--- src/rtl/rom_dl_arbiter.sv ---
// rom_dl_arbiter: sequences the MiSTer ROM download into the shared program
// memory and shares that single port with the CPU read requester. The game
// core stays in reset until a download has finished and a settle delay has
// run out.
//
// Optional build macro: DL_CHECKSUM_EN adds the dl_sum output, which is the
// modulo-256 sum of the bytes accepted in the current or last download.
module rom_dl_arbiter #(
  parameter logic [31:0] ROM_SIZE      = 32'h10000,
  parameter int unsigned SETTLE_CYCLES = 16
) (
  input  logic        clk_sys,
  input  logic        reset,
  input  logic        dn_download,
  input  logic [15:0] dn_addr,
  input  logic [7:0]  dn_data,
  input  logic        dn_wr,
  input  logic        cpu_rd,
  input  logic [15:0] cpu_addr,
  output logic [7:0]  cpu_di,
  output logic        cpu_ack,
  output logic [15:0] mem_addr,
  output logic [7:0]  mem_din,
  output logic        mem_we,
  input  logic [7:0]  mem_dout,
  output logic        core_reset,
  output logic        dl_done,
`ifdef DL_CHECKSUM_EN
  output logic [7:0]  dl_sum,
`endif
  output logic [16:0] dl_count
);

  typedef enum logic [1:0] {IDLE, LOAD, SETTLE, RUN} state_t;
  typedef enum logic [1:0] {RD_IDLE, RD_ADDR, RD_DATA} rdPhase_t;

  localparam logic [7:0] SETTLE_INIT = 8'(SETTLE_CYCLES);

  state_t      state_q;
  logic [7:0]  settleCnt_q;
  logic        coreReset_q;
  logic        dlDone_q;

  rdPhase_t    rdPhase_q,   rdPhase_d;
  logic        cpuAck_q,    cpuAck_d;
  logic [7:0]  cpuDiHold_q, cpuDiHold_d;
  logic [15:0] memAddr_q,   memAddr_d;
  logic [7:0]  memDin_q,    memDin_d;
  logic        memWe_q,     memWe_d;
  logic [16:0] dlCount_q,   dlCount_d;

  logic        loadEntry;
  logic        inRange;
  logic        wrAccept;
  logic        cpuServe;
  logic [16:0] countBase;

  // Decode the shared conditions used by both the FSM and the datapath.
  // Any raised dn_download outside LOAD is the entry into LOAD. A strobe is
  // already honoured in that entry cycle, and also in the last LOAD cycle
  // when dn_download has just dropped. The CPU is only serviced in RUN when
  // no download is starting, which gives the download absolute priority.
  always_comb begin
    loadEntry = dn_download && (state_q != LOAD);
    inRange   = ({16'd0, dn_addr} < ROM_SIZE);
    wrAccept  = dn_wr && inRange && (dn_download || (state_q == LOAD));
    cpuServe  = (state_q == RUN) && !dn_download;
  end

  // Control FSM. It owns core_reset, the settle counter and the sticky
  // dl_done flag. These outputs are registered, so the release of
  // core_reset is seen one edge after the decision is made.
  always_ff @(posedge clk_sys or posedge reset) begin
    if (reset) begin
      state_q     <= IDLE;
      settleCnt_q <= 8'd0;
      coreReset_q <= 1'b1;
      dlDone_q    <= 1'b0;
    end else begin
      case (state_q)
        IDLE: begin
          coreReset_q <= 1'b1;
          if (dn_download) begin
            state_q <= LOAD;
          end
        end
        LOAD: begin
          coreReset_q <= 1'b1;
          if (!dn_download) begin
            state_q     <= SETTLE;
            settleCnt_q <= SETTLE_INIT;
          end
        end
        SETTLE: begin
          if (dn_download) begin
            state_q     <= LOAD;
            settleCnt_q <= 8'd0;
            coreReset_q <= 1'b1;
          end else begin
            settleCnt_q <= settleCnt_q - 8'd1;
            if (settleCnt_q <= 8'd1) begin
              state_q     <= RUN;
              coreReset_q <= 1'b0;
              dlDone_q    <= 1'b1;
            end
          end
        end
        RUN: begin
          if (dn_download) begin
            state_q     <= LOAD;
            coreReset_q <= 1'b1;
          end
        end
        default: begin
          state_q     <= IDLE;
          coreReset_q <= 1'b1;
        end
      endcase
    end
  end

  // Next-state logic for the memory port, the CPU read sequencer and the
  // byte counter. A write and a CPU read can never both want the port in
  // the same cycle, because a write needs a download and a read excludes it.
  // mem_addr keeps its last value whenever the port is idle.
  always_comb begin
    memWe_d     = wrAccept;
    memAddr_d   = memAddr_q;
    memDin_d    = memDin_q;
    rdPhase_d   = rdPhase_q;
    cpuAck_d    = 1'b0;
    cpuDiHold_d = cpuAck_q ? mem_dout : cpuDiHold_q;
    countBase   = loadEntry ? 17'd0 : dlCount_q;
    dlCount_d   = countBase;

    if (wrAccept) begin
      memAddr_d = dn_addr;
      memDin_d  = dn_data;
      if ({15'd0, countBase} < ROM_SIZE) begin
        dlCount_d = countBase + 17'd1;
      end
    end

    if (!cpuServe) begin
      rdPhase_d = RD_IDLE;
    end else begin
      case (rdPhase_q)
        RD_IDLE: begin
          if (cpu_rd) begin
            rdPhase_d = RD_ADDR;
            memAddr_d = cpu_addr;
          end
        end
        RD_ADDR: begin
          rdPhase_d = RD_DATA;
          cpuAck_d  = 1'b1;
        end
        RD_DATA: begin
          rdPhase_d = RD_IDLE;
        end
        default: begin
          rdPhase_d = RD_IDLE;
        end
      endcase
    end
  end

  // Datapath registers for the memory port, the CPU handshake and the counter.
  always_ff @(posedge clk_sys or posedge reset) begin
    if (reset) begin
      rdPhase_q   <= RD_IDLE;
      cpuAck_q    <= 1'b0;
      cpuDiHold_q <= 8'd0;
      memAddr_q   <= 16'd0;
      memDin_q    <= 8'd0;
      memWe_q     <= 1'b0;
      dlCount_q   <= 17'd0;
    end else begin
      rdPhase_q   <= rdPhase_d;
      cpuAck_q    <= cpuAck_d;
      cpuDiHold_q <= cpuDiHold_d;
      memAddr_q   <= memAddr_d;
      memDin_q    <= memDin_d;
      memWe_q     <= memWe_d;
      dlCount_q   <= dlCount_d;
    end
  end

`ifdef DL_CHECKSUM_EN
  logic [7:0] dlSum_q, dlSum_d;

  // The running byte sum restarts on LOAD entry. It advances together with
  // the registered write, so it changes in the same cycle that mem_we is high.
  always_comb begin
    dlSum_d = (loadEntry ? 8'd0 : dlSum_q) + (wrAccept ? dn_data : 8'd0);
  end

  // Register holding the byte sum.
  always_ff @(posedge clk_sys or posedge reset) begin
    if (reset) begin
      dlSum_q <= 8'd0;
    end else begin
      dlSum_q <= dlSum_d;
    end
  end

  assign dl_sum = dlSum_q;
`endif

  // The memory returns data one cycle after the address. In the ack cycle
  // cpu_di shows mem_dout directly; after that it shows the captured copy
  // until the next acknowledge.
  assign cpu_di     = cpuAck_q ? mem_dout : cpuDiHold_q;
  assign cpu_ack    = cpuAck_q;
  assign mem_addr   = memAddr_q;
  assign mem_din    = memDin_q;
  assign mem_we     = memWe_q;
  assign core_reset = coreReset_q;
  assign dl_done    = dlDone_q;
  assign dl_count   = dlCount_q;

endmodule
--- config.mk ---
export PLATFORM = sky130hd
export DESIGN_NAME = rom_dl_arbiter
export DESIGN_NICKNAME = d
export VERILOG_FILES = /design/src/rtl/rom_dl_arbiter.sv
export SDC_FILE = /design/constraint.sdc
export NUM_CORES = 1
export LEC_CHECK = 0
export CAP_MARGIN = 20
export CORE_MARGIN = 3
export CORE_UTILIZATION = 41
export DETAILED_ROUTE_END_ITERATION = 10
export PLACE_DENSITY = 0.84
export SYNTH_ARGS = -nofsm -noshare
export SYNTH_HDL_FRONTEND = slang
export SYNTH_SLANG_ARGS = --single-unit
--- constraint.sdc ---
create_clock -name clk_sys -period 2.4 [get_ports clk_sys]
set_input_delay 0.72 -clock clk_sys [delete_from_list [all_inputs] [get_ports clk_sys]]
set_output_delay 0.72 -clock clk_sys [all_outputs]
set_load 0.05 [all_outputs]
==> reports/summary.txt, run 1 <==
=====================================================================================
Worst Max-Slew Pin Slew ................................................     0.523 ns
Result of the run ...................................................... finished clean
Core box area ..........................................................  0.00733 mm²
Maximum capacitance violations .........................................            0
Area leader, netlist ...................................................      dfrtp_1
Overall die height .....................................................      93.4 µm
TritonCTS clock tree ...................................................         done
CTS clk-pin slew, worst paths ..........................................      0.07 ns
Final setup vio count ..................................................            0
Boundary Pins ..........................................................          106
Clk buf depth ..........................................................            2
Share of the clock period used by the worst path .......................        97.5%
Crit path required time ................................................      1.68 ns
Launching element type of the critical path ............................    flip-flop
Buffers added on ports .................................................          105
Relative contribution of combinational cells to total power ............        53.5%
Clock Sink Count .......................................................           65
DIE WIDTH ..............................................................      93.4 µm
Final critical-path required period ....................................      2.34 ns
Yosys cell types .......................................................           46
Clock latency of the later-clocked register in the worst-skew pair .....      0.34 ns
Total number of H-tree levels ..........................................            3
Slowest-stage cell, CP ................................................. clkdlybuf4s50_1
Max rail drop VDD ......................................................       838 µV
Synth-to-layout area growth ............................................        50.8%
Yosys top cell area share ..............................................        51.1%
Number of max-slew violations in the final report ......................            0
Relative contribution of sequential cells to total power ...............        29.7%
Initial standard-cell utilization of the core ..........................        42.7%
Post-route total power .................................................    0.00562 W
Post-Synthesis Cell Area ...............................................  0.00313 mm²
Endpoint type of the worst setup path ..................................   output pin
Hold buffer count at cts ...............................................            0
Pin count of the biggest net entering global routing ...................           66
Num rows ...............................................................           31
Leading register cell type out of synthesis ............................      dfrtp_1
Remaining number of nets flagged by the antenna check after routing ....            0
HPWL after detailed placement ..........................................      5600 µm
Mapped Nets ............................................................          361
Cell types occupying the most area after synthesis ..................... dfrtp_1, mux2_2, mux2i_1, nor2_1, a21oi_1
Iteration count of the initial detailed-routing pass ...................            4
Maximum clock rate .....................................................      427 MHz
Power density cells ....................................................  1190 mW/mm²
Type of the most critical hold path .................................... flip-flop to flip-flop
Worst slew slack as a fraction of its limit ............................        65.0%
Overflow left after global routing .....................................            0
Syn_area_per_cell ......................................................     10.4 µm²
Fraction of the yosys area taken by sequential cells ...................        52.0%
Switching power as a share of total power ..............................        43.1%
P_int ..................................................................    0.00320 W
Count of routing violations after the opening detailed-route iteration .          104
Register bit count reported by yosys ...................................           65
Fill cell total of the finished layout .................................          578
Count of vias placed by the detailed router ............................         2704
Maximum fanout count along the critical path ...........................            6
Antenna cell count .....................................................            0
Clock Skews ............................................................   0.00692 ns
Net switching power ....................................................    0.00242 W
Non-filler cells in the finished layout ................................          525
Wire length of the first global-routing pass ...........................     12300 µm
Worst stage delay on the critical path .................................      0.84 ns
Commonest cells after routing, fill and taps aside ..................... clkdlybuf4s50_1, dfrtp_1, nor2_1
Antenna violations before repair .......................................            0
Critical Path, Cell by Cell ............................................ clkdlybuf4s50_1
Async set-or-reset flop fraction in the synthesized netlist ............         100%
Placed Cells incl. Taps ................................................          509
Aggregate routed wire length ...........................................      7500 µm
Most frequent standard cell in the layout excluding fill and tap cells . clkdlybuf4s50_1
Start-to-end type of the worst setup path .............................. flip-flop to output pin
WP data arrival ........................................................      1.62 ns
Clock share of power ...................................................        16.8%
Number of flops mapped to enable cells by yosys ........................            0
Via count of the first global-routing pass .............................         2695
Setup repair after global routing missed its margin ....................           no
Placer congestion estimate .............................................        0.813
Overall fraction of global-route tracks in use .........................        17.7%
Worst Path Buf+Inv .....................................................            1
Ratio of cells with drive above 1 in the final layout ..................        17.4%
Cell class contributing the biggest share of worst-path delay .......... buffers and inverters
Final count of hold timing violations ..................................            0
DRC ....................................................................            0
CTS root buffer ........................................................     clkbuf_8
Leakage power ..........................................................      2.13 nW
Drt via density ........................................................         5.15
Number of warnings reported in the yosys synthesis log .................            0
Die area ...............................................................  0.00872 mm²
Number of buffers created by CTS .......................................            9
Synth Instances ........................................................          301
Worst hold margin ......................................................     0.482 ns
Wire length per cell after detailed routing ............................      14.3 µm
Number of nets in the final layout .....................................          481
=====================================================================================
-- path summary, 6_finish.rpt --
kind,end,slack (ns),depth (start not counted),startpoint
max reg2reg,dl_count[14],0.25,9,state_q[1]
min in group asynchronous,mem_we,0.74,3,reset
max,dl_count[7],0.06,1,dl_count[7]
min reg2reg,dl_done,0.48,1,dl_done
min,dl_done,0.48,1,dl_done
max in group asynchronous,cpuDiHold_q[5],1.35,3,reset
-- power groups by stage --
| stage | Sequential [W] | Combinational, W | Clock (W) |
|---|---|---|---|
| after global placement | 0.00167 | 0.00295 | 0 |
| after global routing | 0.00172 | 0.00320 | 0.00100 |
| after floorplan | 0.00240 | 0.00116 | 0 |
| after CTS | 0.00167 | 0.00303 | 0.000968 |
| after detailed placement | 0.00169 | 0.00302 | 0 |
| final | 0.00167 | 0.00300 | 0.000944 |
-- area by class of cell --
type                            instances  area (µm²)  area share, %
Tap cell                               99         124           2.62
Multi-Input combinational cell        210        1420           30.1
Timing Repair Buffer                  122        1290           27.3
Inverter                               13        48.8           1.03
Sequential cell                        65        1630           34.5
Clock inverter                          1        5.00          0.106
Clock buffer                           15         206           4.37
-- registers in the layout, indices dropped and copies added (netlist names) --
signal       flops
dl_count        17
state_q          2
mem_addr        16
core_reset       1
cpuDiHold_q      8
settleCnt_q      8
rdPhase_q        2
mem_din          8
mem_we           1
cpu_ack          1
dl_done          1
-- cells by family (layout without fill, tap and decap cells) --
| group | after synthesis | after routing | synth area share (%) |
|---|---|---|---|
| and+or+nand+nor | 100 | 100 | 16.3 |
| DFF | 65 | 65 | 52.0 |
| AOI/OAI and AO/OA | 58 | 58 | 11.0 |
| muxes | 34 | 34 | 11.5 |
| buffers and inverters | 26 | 151 | 3.28 |
| xor gates and xnor gates | 11 | 11 | 3.08 |
| adders and majority gates | 7 | 7 | 2.80 |
-- Yosys cell counts, drive strengths merged (2+ instances only) --
cell    count
o211ai      3
nand4       5
clkbuf      7
a22oi       2
nor4        4
and2        2
inv        13
or4         2
nor2b       6
buf         6
dfrtp      64
o21ai      16
xor2        2
mux2       17
mux2i      17
nor2       35
xnor2       9
nand3       7
and3        2
a211oi      3
nand4b      2
nand2      19
or3         4
ha          7
a211o       2
nor3        7
a21oi      24
-- through the flow --
step	instance area (µm²)	setup TNS, ns	utilization, %	worst slack (ns)
detailed placement	4510	-0.588	61.5	-0.274
finish	4720	0	64.4	0.0605
global route	4720	0	64.4	0.00618
global placement	4510	-0.360	61.5	-0.220
CTS	4720	0	64.4	0.0231
floorplan	3160	0	-	0.0165
-- metal layers --
layer	GRT usage [%]	share of wire [%]	vias to the layer above
met5	0	0	-
met4	7.33	1.5	0
met3	7.40	11	9
met2	29.3	47	110
met1	20.1	40	1286
li1	-	-	1299
-- timing repair --
item	4_1_cts	5_1_grt
hold endpoints to repair	0	0
setup endpoints to repair	1	2
gates resized for setup	1	2
setup buffers	0	0
(Power assumes the default switching activity.)
==> run 2, diff against run 1 <==
--- a/config.mk
+++ b/config.mk
@@ -10,6 +10,7 @@
 export CORE_UTILIZATION = 41
 export DETAILED_ROUTE_END_ITERATION = 10
 export PLACE_DENSITY = 0.84
+export REMOVE_ABC_BUFFERS = 1
 export SYNTH_ARGS = -nofsm -noshare
 export SYNTH_HDL_FRONTEND = slang
 export SYNTH_SLANG_ARGS = --single-unit
==> run 2 against run 1 <==
Effect of this change: clock power about the same; combinational power is essentially flat; worst hold slack improved by 0.0044 ns; total power grew 0.48%; design area barely moved; non-clock buffer count rose by 2; sequential share of layout area barely moved; utilization fell by 0.051 points.
==> reports/summary.txt, run 2 (synthesis gave the netlist of run 1 again) <==
=====================================================================================
WP data arrival ........................................................      2.62 ns   +1.00 ns
Hold buffer count at cts ...............................................            0   unchanged
Total number of H-tree levels ..........................................            3   unchanged
Share of the clock period used by the worst path .......................        97.7%   +0.25 points
Number of max-slew violations in the final report ......................            0   unchanged
Start-to-end type of the worst setup path .............................. input pin to flip-flop
HPWL after detailed placement ..........................................      5660 µm   +1.1%
Initial standard-cell utilization of the core ..........................        42.7%   unchanged
Clock Sink Count .......................................................           65   unchanged
Overall fraction of global-route tracks in use .........................        18.9%   +1.2 points
Wire length of the first global-routing pass ...........................     12900 µm   +4.5%
DRC ....................................................................            0   unchanged
CTS clk-pin slew, worst paths ..........................................      0.07 ns   about the same
Type of the most critical hold path .................................... flip-flop to flip-flop
Remaining number of nets flagged by the antenna check after routing ....            0   unchanged
Placed Cells incl. Taps ................................................          510   +0.20%
Die area ...............................................................  0.00872 mm²   unchanged
DP Area ................................................................  0.00449 mm²   -0.39%
Boundary Pins ..........................................................          106   unchanged
Power density cells ....................................................  1200 mW/mm²   +0.56%
Critical Path, Cell by Cell ............................................ clkdlybuf4s50_1, nor2b_4, nor2b_2, ha_2, nand2_1, or3_1, or4_1, a21oi_1
Clock latency of the later-clocked register in the worst-skew pair .....      0.34 ns   about the same
Commonest cells after routing, fill and taps aside ..................... clkdlybuf4s50_1, dfrtp_1, nor2_1
Final count of hold timing violations ..................................            0   unchanged
Relative contribution of sequential cells to total power ...............        29.8%   about the same
Launching element type of the critical path ............................    input pin
Max rail drop VDD ......................................................       898 µV   +7.2%
P_int ..................................................................    0.00320 W   -0.10%
Iteration count of the initial detailed-routing pass ...................            5   +1
Most frequent standard cell in the layout excluding fill and tap cells . clkdlybuf4s50_1
Crit path required time ................................................      2.67 ns   +0.99 ns
Overall die height .....................................................      93.4 µm   unchanged
Worst stage delay on the critical path .................................      0.42 ns   -0.42 ns
Core box area ..........................................................  0.00733 mm²   unchanged
Clock share of power ...................................................        16.7%   about the same
Maximum capacitance violations .........................................            0   unchanged
CTS root buffer ........................................................     clkbuf_8
Buffers added on ports .................................................          105   unchanged
Drt via density ........................................................         5.13   -0.34%
Switching power as a share of total power ..............................        43.4%   +0.33 points
Final critical-path required period ....................................      2.35 ns   +0.00592 ns
Total Negative Setup Slacks ............................................         0 ns   unchanged
Synth-to-layout area growth ............................................        50.7%   about the same
Maximum clock rate .....................................................      426 MHz   -0.25%
Maximum fanout count along the critical path ...........................            4   -2
Wire length per cell after detailed routing ............................      14.6 µm   +2.4%
Clk buf depth ..........................................................            2   unchanged
Final Instance Area ....................................................  0.00472 mm²   about the same
Cell class contributing the biggest share of worst-path delay .......... simple AND/OR/NAND/NOR gates
Number of nets in the final layout .....................................          483   +0.42%
Number of buffers created by CTS .......................................            9   unchanged
DIE WIDTH ..............................................................      93.4 µm   unchanged
Relative contribution of combinational cells to total power ............        53.5%   about the same
Worst slew slack as a fraction of its limit ............................        65.1%   +0.081 points
Setup repair after global routing missed its margin ....................           no
Final setup vio count ..................................................            0   unchanged
Placer congestion estimate .............................................        0.840   +3.3%
Count of routing violations after the opening detailed-route iteration .          172   +65%
Non-filler cells in the finished layout ................................          526   +0.19%
TritonCTS clock tree ...................................................         done
Net switching power ....................................................    0.00245 W   +1.3%
Num rows ...............................................................           31   unchanged
Worst Path Buf+Inv .....................................................            1   unchanged
Antenna violations before repair .......................................            0   unchanged
Leakage power ..........................................................      2.16 nW   +1.3%
Worst hold margin ......................................................     0.487 ns   +0.00438 ns
Overflow left after global routing .....................................            0   unchanged
Aggregate routed wire length ...........................................      7700 µm   +2.6%
Endpoint type of the worst setup path ..................................    flip-flop
Largest register FFs ...................................................           17   unchanged
Count of vias placed by the detailed router ............................         2700   -0.15%
Antenna cell count .....................................................            0   unchanged
Via count of the first global-routing pass .............................         2713   +0.67%
Clock Skews ............................................................   0.00632 ns   -0.000599 ns
Slowest-stage cell, CP ................................................. clkdlybuf4s50_1
Ratio of cells with drive above 1 in the final layout ..................        17.3%   -0.041 points
Result of the run ...................................................... finished clean
Pin count of the biggest net entering global routing ...................           61   -7.6%
Post-route total power .................................................    0.00565 W   +0.48%
Worst Max-Slew Pin Slew ................................................     0.522 ns   -0.00120 ns
=====================================================================================
[run 2: cell count changes in the layout (fill, tap and decap cells not counted), moves of 2 or more]
cell,previous run,this run
clkdlybuf4s50_1,90,87
clkbuf_8,15,11
dlymetal6s2s_1,2,4
clkbuf_1,0,2
buf_4,18,22
[run 2: worst reg2reg max path, delay by kind of cell, from the launching register on]
kind	cells	cell delay, ns
simple gates	3	0.97
buf+inv	2	0.34
compound gates	1	0.16
flops	1	0.41
fa+ha+maj	1	0.21
[run 2: timing repair]
item | 4_1_cts | 5_1_grt
resized for setup | 4 | 5
cloned | 0 | 0
pin swaps | 1 | 0
setup buffers | 1 | 0
endpoints found under the setup margin | 1 | 5
[run 2: path summary, 6_finish.rpt]
check                           slack [ns]  cells past startpoint         from        endpoint
worst max-delay path                  0.05                      8  dn_download    dl_count[14]
worst min-delay path                  0.49                      1      dl_done         dl_done
worst max register to register        0.24                      7   state_q[1]    dl_count[13]
worst min register to register        0.49                      1      dl_done         dl_done
max in group asynchronous             1.26                      3        reset      core_reset
min in group asynchronous             0.57                      2        reset  cpuDiHold_q[1]
[run 2: power by group through the flow]
stage          Combinational, W  Clock, W  Sequential, W
2_1_floorplan           0.00112         0        0.00240
3_3_place_gp            0.00297         0        0.00167
3_5_place_dp            0.00301         0        0.00170
4_1_cts                 0.00304  0.000973        0.00168
5_1_grt                 0.00323   0.00102        0.00173
6_report                0.00302  0.000944        0.00168
[run 2: through the flow]
| step | util [%] | setup WS (ns) |
|---|---|---|
| after floorplan | - | -0.351 |
| after global placement | 61.3 | -0.303 |
| after detailed placement | 61.3 | -0.391 |
| after CTS | 64.2 | 0.0141 |
| after global routing | 64.4 | 0.00672 |
| final | 64.4 | 0.0545 |
[run 2: area by class of cell]
type,count,area [µm²]
inverters,13,48.8
flip-flops and latches,65,1630
clock buffers,13,159
multi-input cells,210,1420
clock inverters,2,37.5
repair buffers,124,1310
well taps,99,124
fillers,565,2610
[run 2: routing by layer]
metal  up-vias  GRT usage [%]  share of wire (%)
li1       1302              -                  -
met3        13           5.55                6.7
met4         0           7.69                1.8
met2        86           30.5                 50
met1      1299           23.8                 42
met5         -              0                  0
==> run 3, diff against run 2 <==
--- a/config.mk
+++ b/config.mk
@@ -5,12 +5,14 @@
 export SDC_FILE = /design/constraint.sdc
 export NUM_CORES = 1
 export LEC_CHECK = 0
-export CAP_MARGIN = 20
+export CAP_MARGIN = 25
 export CORE_MARGIN = 3
 export CORE_UTILIZATION = 41
 export DETAILED_ROUTE_END_ITERATION = 10
 export PLACE_DENSITY = 0.84
 export REMOVE_ABC_BUFFERS = 1
+export SETUP_SLACK_MARGIN = 0.5
+export SKIP_CTS_REPAIR_TIMING = 1
 export SYNTH_ARGS = -nofsm -noshare
 export SYNTH_HDL_FRONTEND = slang
 export SYNTH_SLANG_ARGS = --single-unit
==> run 3 against run 2 <==
Effect of this change: maximum frequency is 11% higher; sequential share of layout area is 1.6 points lower; die area stayed put; via count is 3.2% higher; clock power is 0.5% higher; wire length is 8.9% higher; register-to-register slack better by 0.05 ns; cell count is 2.5% higher; critical path depth is 5 lower; utilization is 3.2 points higher; count of clock-buffer cells in the layout stayed put.
==> reports/summary.txt, run 3 (synthesis gave the netlist of run 1 again) <==
=====================================================================================
Boundary Pins ..........................................................          106   unchanged
Endpoint type of the worst setup path ..................................   output pin
Final Instance Area ....................................................  0.00495 mm²   +4.9%
Pin count of the biggest net entering global routing ...................           61   unchanged
Maximum capacitance violations .........................................            0   unchanged
Clk buf depth ..........................................................            2   unchanged
Clock Skews ............................................................   0.00798 ns   +0.00167 ns
Clock latency of the later-clocked register in the worst-skew pair .....      0.34 ns   about the same
Iteration count of the initial detailed-routing pass ...................            4   -1
TritonCTS clock tree ...................................................         done
Crit path required time ................................................      1.68 ns   -0.99 ns
Start-to-end type of the worst setup path .............................. flip-flop to output pin
Critical Path, Cell by Cell ............................................ buf_6, mux2_4, buf_12
CTS clk-pin slew, worst paths ..........................................      0.07 ns   about the same
Overflow left after global routing .....................................            0   unchanged
Number of buffers created by CTS .......................................            9   unchanged
Final critical-path required period ....................................      2.12 ns   -0.227 ns
DP Area ................................................................  0.00449 mm²   unchanged
Slowest-stage cell, CP .................................................      dfrtp_2
Worst min-delay path endpoint ..........................................      dl_done
Overall die height .....................................................      93.4 µm   unchanged
Crit Reg-Reg Endpoint .................................................. dl_count[14]
Multi-input logic area .................................................  0.00152 mm²   +7.0%
Hold path startpoint ...................................................      dl_done
Wire length per cell after detailed routing ............................      15.5 µm   +6.2%
Flop2flop setup slack ..................................................      0.29 ns   +0.05 ns
Worst Max-Slew Pin Slew ................................................     0.524 ns   +0.00212 ns
Final count of hold timing violations ..................................            0   unchanged
Largest register FFs ...................................................           17   unchanged
Result of the run ...................................................... finished clean
Num rows ...............................................................           31   unchanged
Power density cells ....................................................  1190 mW/mm²   -0.75%
Number of nets in the final layout .....................................          496   +2.7%
Global-route track usage on met2 .......................................        30.3%   -0.18 points
Antenna cell count .....................................................            0   unchanged
Start of the worst register-to-register path ...........................   state_q[1]
Initial standard-cell utilization of the core ..........................        42.7%   unchanged
Core box area ..........................................................  0.00733 mm²   unchanged
Final setup vio count ..................................................            0   unchanged
Placer congestion estimate .............................................        0.840   unchanged
Setup repair after global routing missed its margin ....................          yes
Top Usage Layer GRT ....................................................         met2
Fill cell total of the finished layout .................................          548   -3.0%
Drt via density ........................................................         5.17   +0.70%
Total number of H-tree levels ..........................................            3   unchanged
Cell class contributing the biggest share of worst-path delay ..........   flip-flops
Combined flip-flop and latch cell area .................................  0.00163 mm²   about the same
Launching element type of the critical path ............................    flip-flop
Maximum clock rate .....................................................      472 MHz   +11%
Buffers added on ports .................................................          105   unchanged
Via count of the first global-routing pass .............................         2710   -0.11%
Remaining number of nets flagged by the antenna check after routing ....            0   unchanged
Synth-to-layout area growth ............................................        58.1%
Count of vias placed by the detailed router ............................         2786   +3.2%
Ratio of cells with drive above 1 in the final layout ..................        26.6%   +9.3 points
Overall fraction of global-route tracks in use .........................        18.9%   -0.051 points
WP data arrival ........................................................      1.40 ns   -1.22 ns
Aggregate routed wire length ...........................................      8380 µm   +8.9%
Antenna violations before repair .......................................            0   unchanged
Maximum fanout count along the critical path ...........................            4   unchanged
Clock Sink Count .......................................................           65   unchanged
Grt met1 use ...........................................................        23.7%   -0.052 points
Max rail drop VDD ......................................................       881 µV   -1.9%
Met3 Resource Use GR ...................................................        5.63%   +0.080 points
Wire length of the first global-routing pass ...........................     12800 µm   -0.32%
Post-route core utilization ............................................        67.5%   +3.2 points
Share of the clock period used by the worst path .......................        88.3%   -9.4 points
Most frequent standard cell in the layout excluding fill and tap cells .      dfrtp_1
CTS root buffer ........................................................     clkbuf_8
Worst Path Buf+Inv .....................................................            2   +1
DRC ....................................................................            0   unchanged
Type of the most critical hold path .................................... flip-flop to flip-flop
Number of max-slew violations in the final report ......................            0   unchanged
Worst Hold Depth .......................................................            1   unchanged
HPWL after detailed placement ..........................................      5660 µm   unchanged
DIE WIDTH ..............................................................      93.4 µm   unchanged
Count of routing violations after the opening detailed-route iteration .          206   +20%
Worst stage delay on the critical path .................................      0.44 ns   +0.02 ns
Leakage power ..........................................................      2.50 nW   +16%
Commonest cells after routing, fill and taps aside ..................... dfrtp_1, clkdlybuf4s50_1, nor2_1
Worst r2r path cells ...................................................            9   +2
Die area ...............................................................  0.00872 mm²   unchanged
Worst slew slack as a fraction of its limit ............................        65.0%   -0.089 points
=====================================================================================
==> run 3: through the flow <==
| step | TNS, ns | std cells | setup WS [ns] | power, W | hold slack [ns] |
|---|---|---|---|---|---|
| 2_1_floorplan | -0.422 | 288 | -0.351 | 0.00352 | 0.454 |
| 3_3_place_gp | -0.648 | 510 | -0.303 | 0.00464 | 0.468 |
| 6_report | 0 | 539 | 0.281 | 0.00588 | 0.482 |
| 4_1_cts | -0.0292 | 525 | -0.0292 | 0.00567 | 0.486 |
| 3_5_place_dp | -1.62 | 510 | -0.391 | 0.00470 | 0.465 |
| 5_1_grt | 0 | 539 | 0.230 | 0.00620 | 0.520 |
==> run 3: power breakdown <==
part	total, W	internal, W	switching (W)	leakage, nW
clock	0.000949	0.000532	0.000417	0.0957
combinational	0.00324	0.00136	0.00188	1.60
sequential	0.00169	0.00145	0.000238	0.810
==> run 3: metal layers <==
| layer | share of wire (%) | vias to the layer above | wire length (µm) |
|---|---|---|---|
| li1 | - | 1328 | - |
| met1 | 40 | 1347 | 3370 |
| met4 | 2.2 | 0 | 182 |
| met2 | 51 | 95 | 4250 |
| met5 | 0 | - | 0 |
| met3 | 6.8 | 16 | 568 |
==> run 3: area by class of cell <==
class                           count  share of cell area, %
Tap cell                           99                   2.50
Timing Repair Buffer              137                   29.0
Inverter                           13                  0.986
Clock inverter                      2                  0.758
Clock buffer                       13                   3.21
Multi-Input combinational cell    210                   30.6
Sequential cell                    65                   32.9
==> run 3: how the worst max path moves through the flow <==
stage | from | endpoint | cells after the start
floorplan | state_q[1] | dl_count[14] | 9
global placement | dn_download | dl_count[14] | 8
detailed placement | dn_download | dl_count[14] | 8
CTS | dn_download | dl_count[14] | 8
global route | state_q[1] | dl_count[14] | 9
finish | cpu_ack | cpu_di[3] | 3
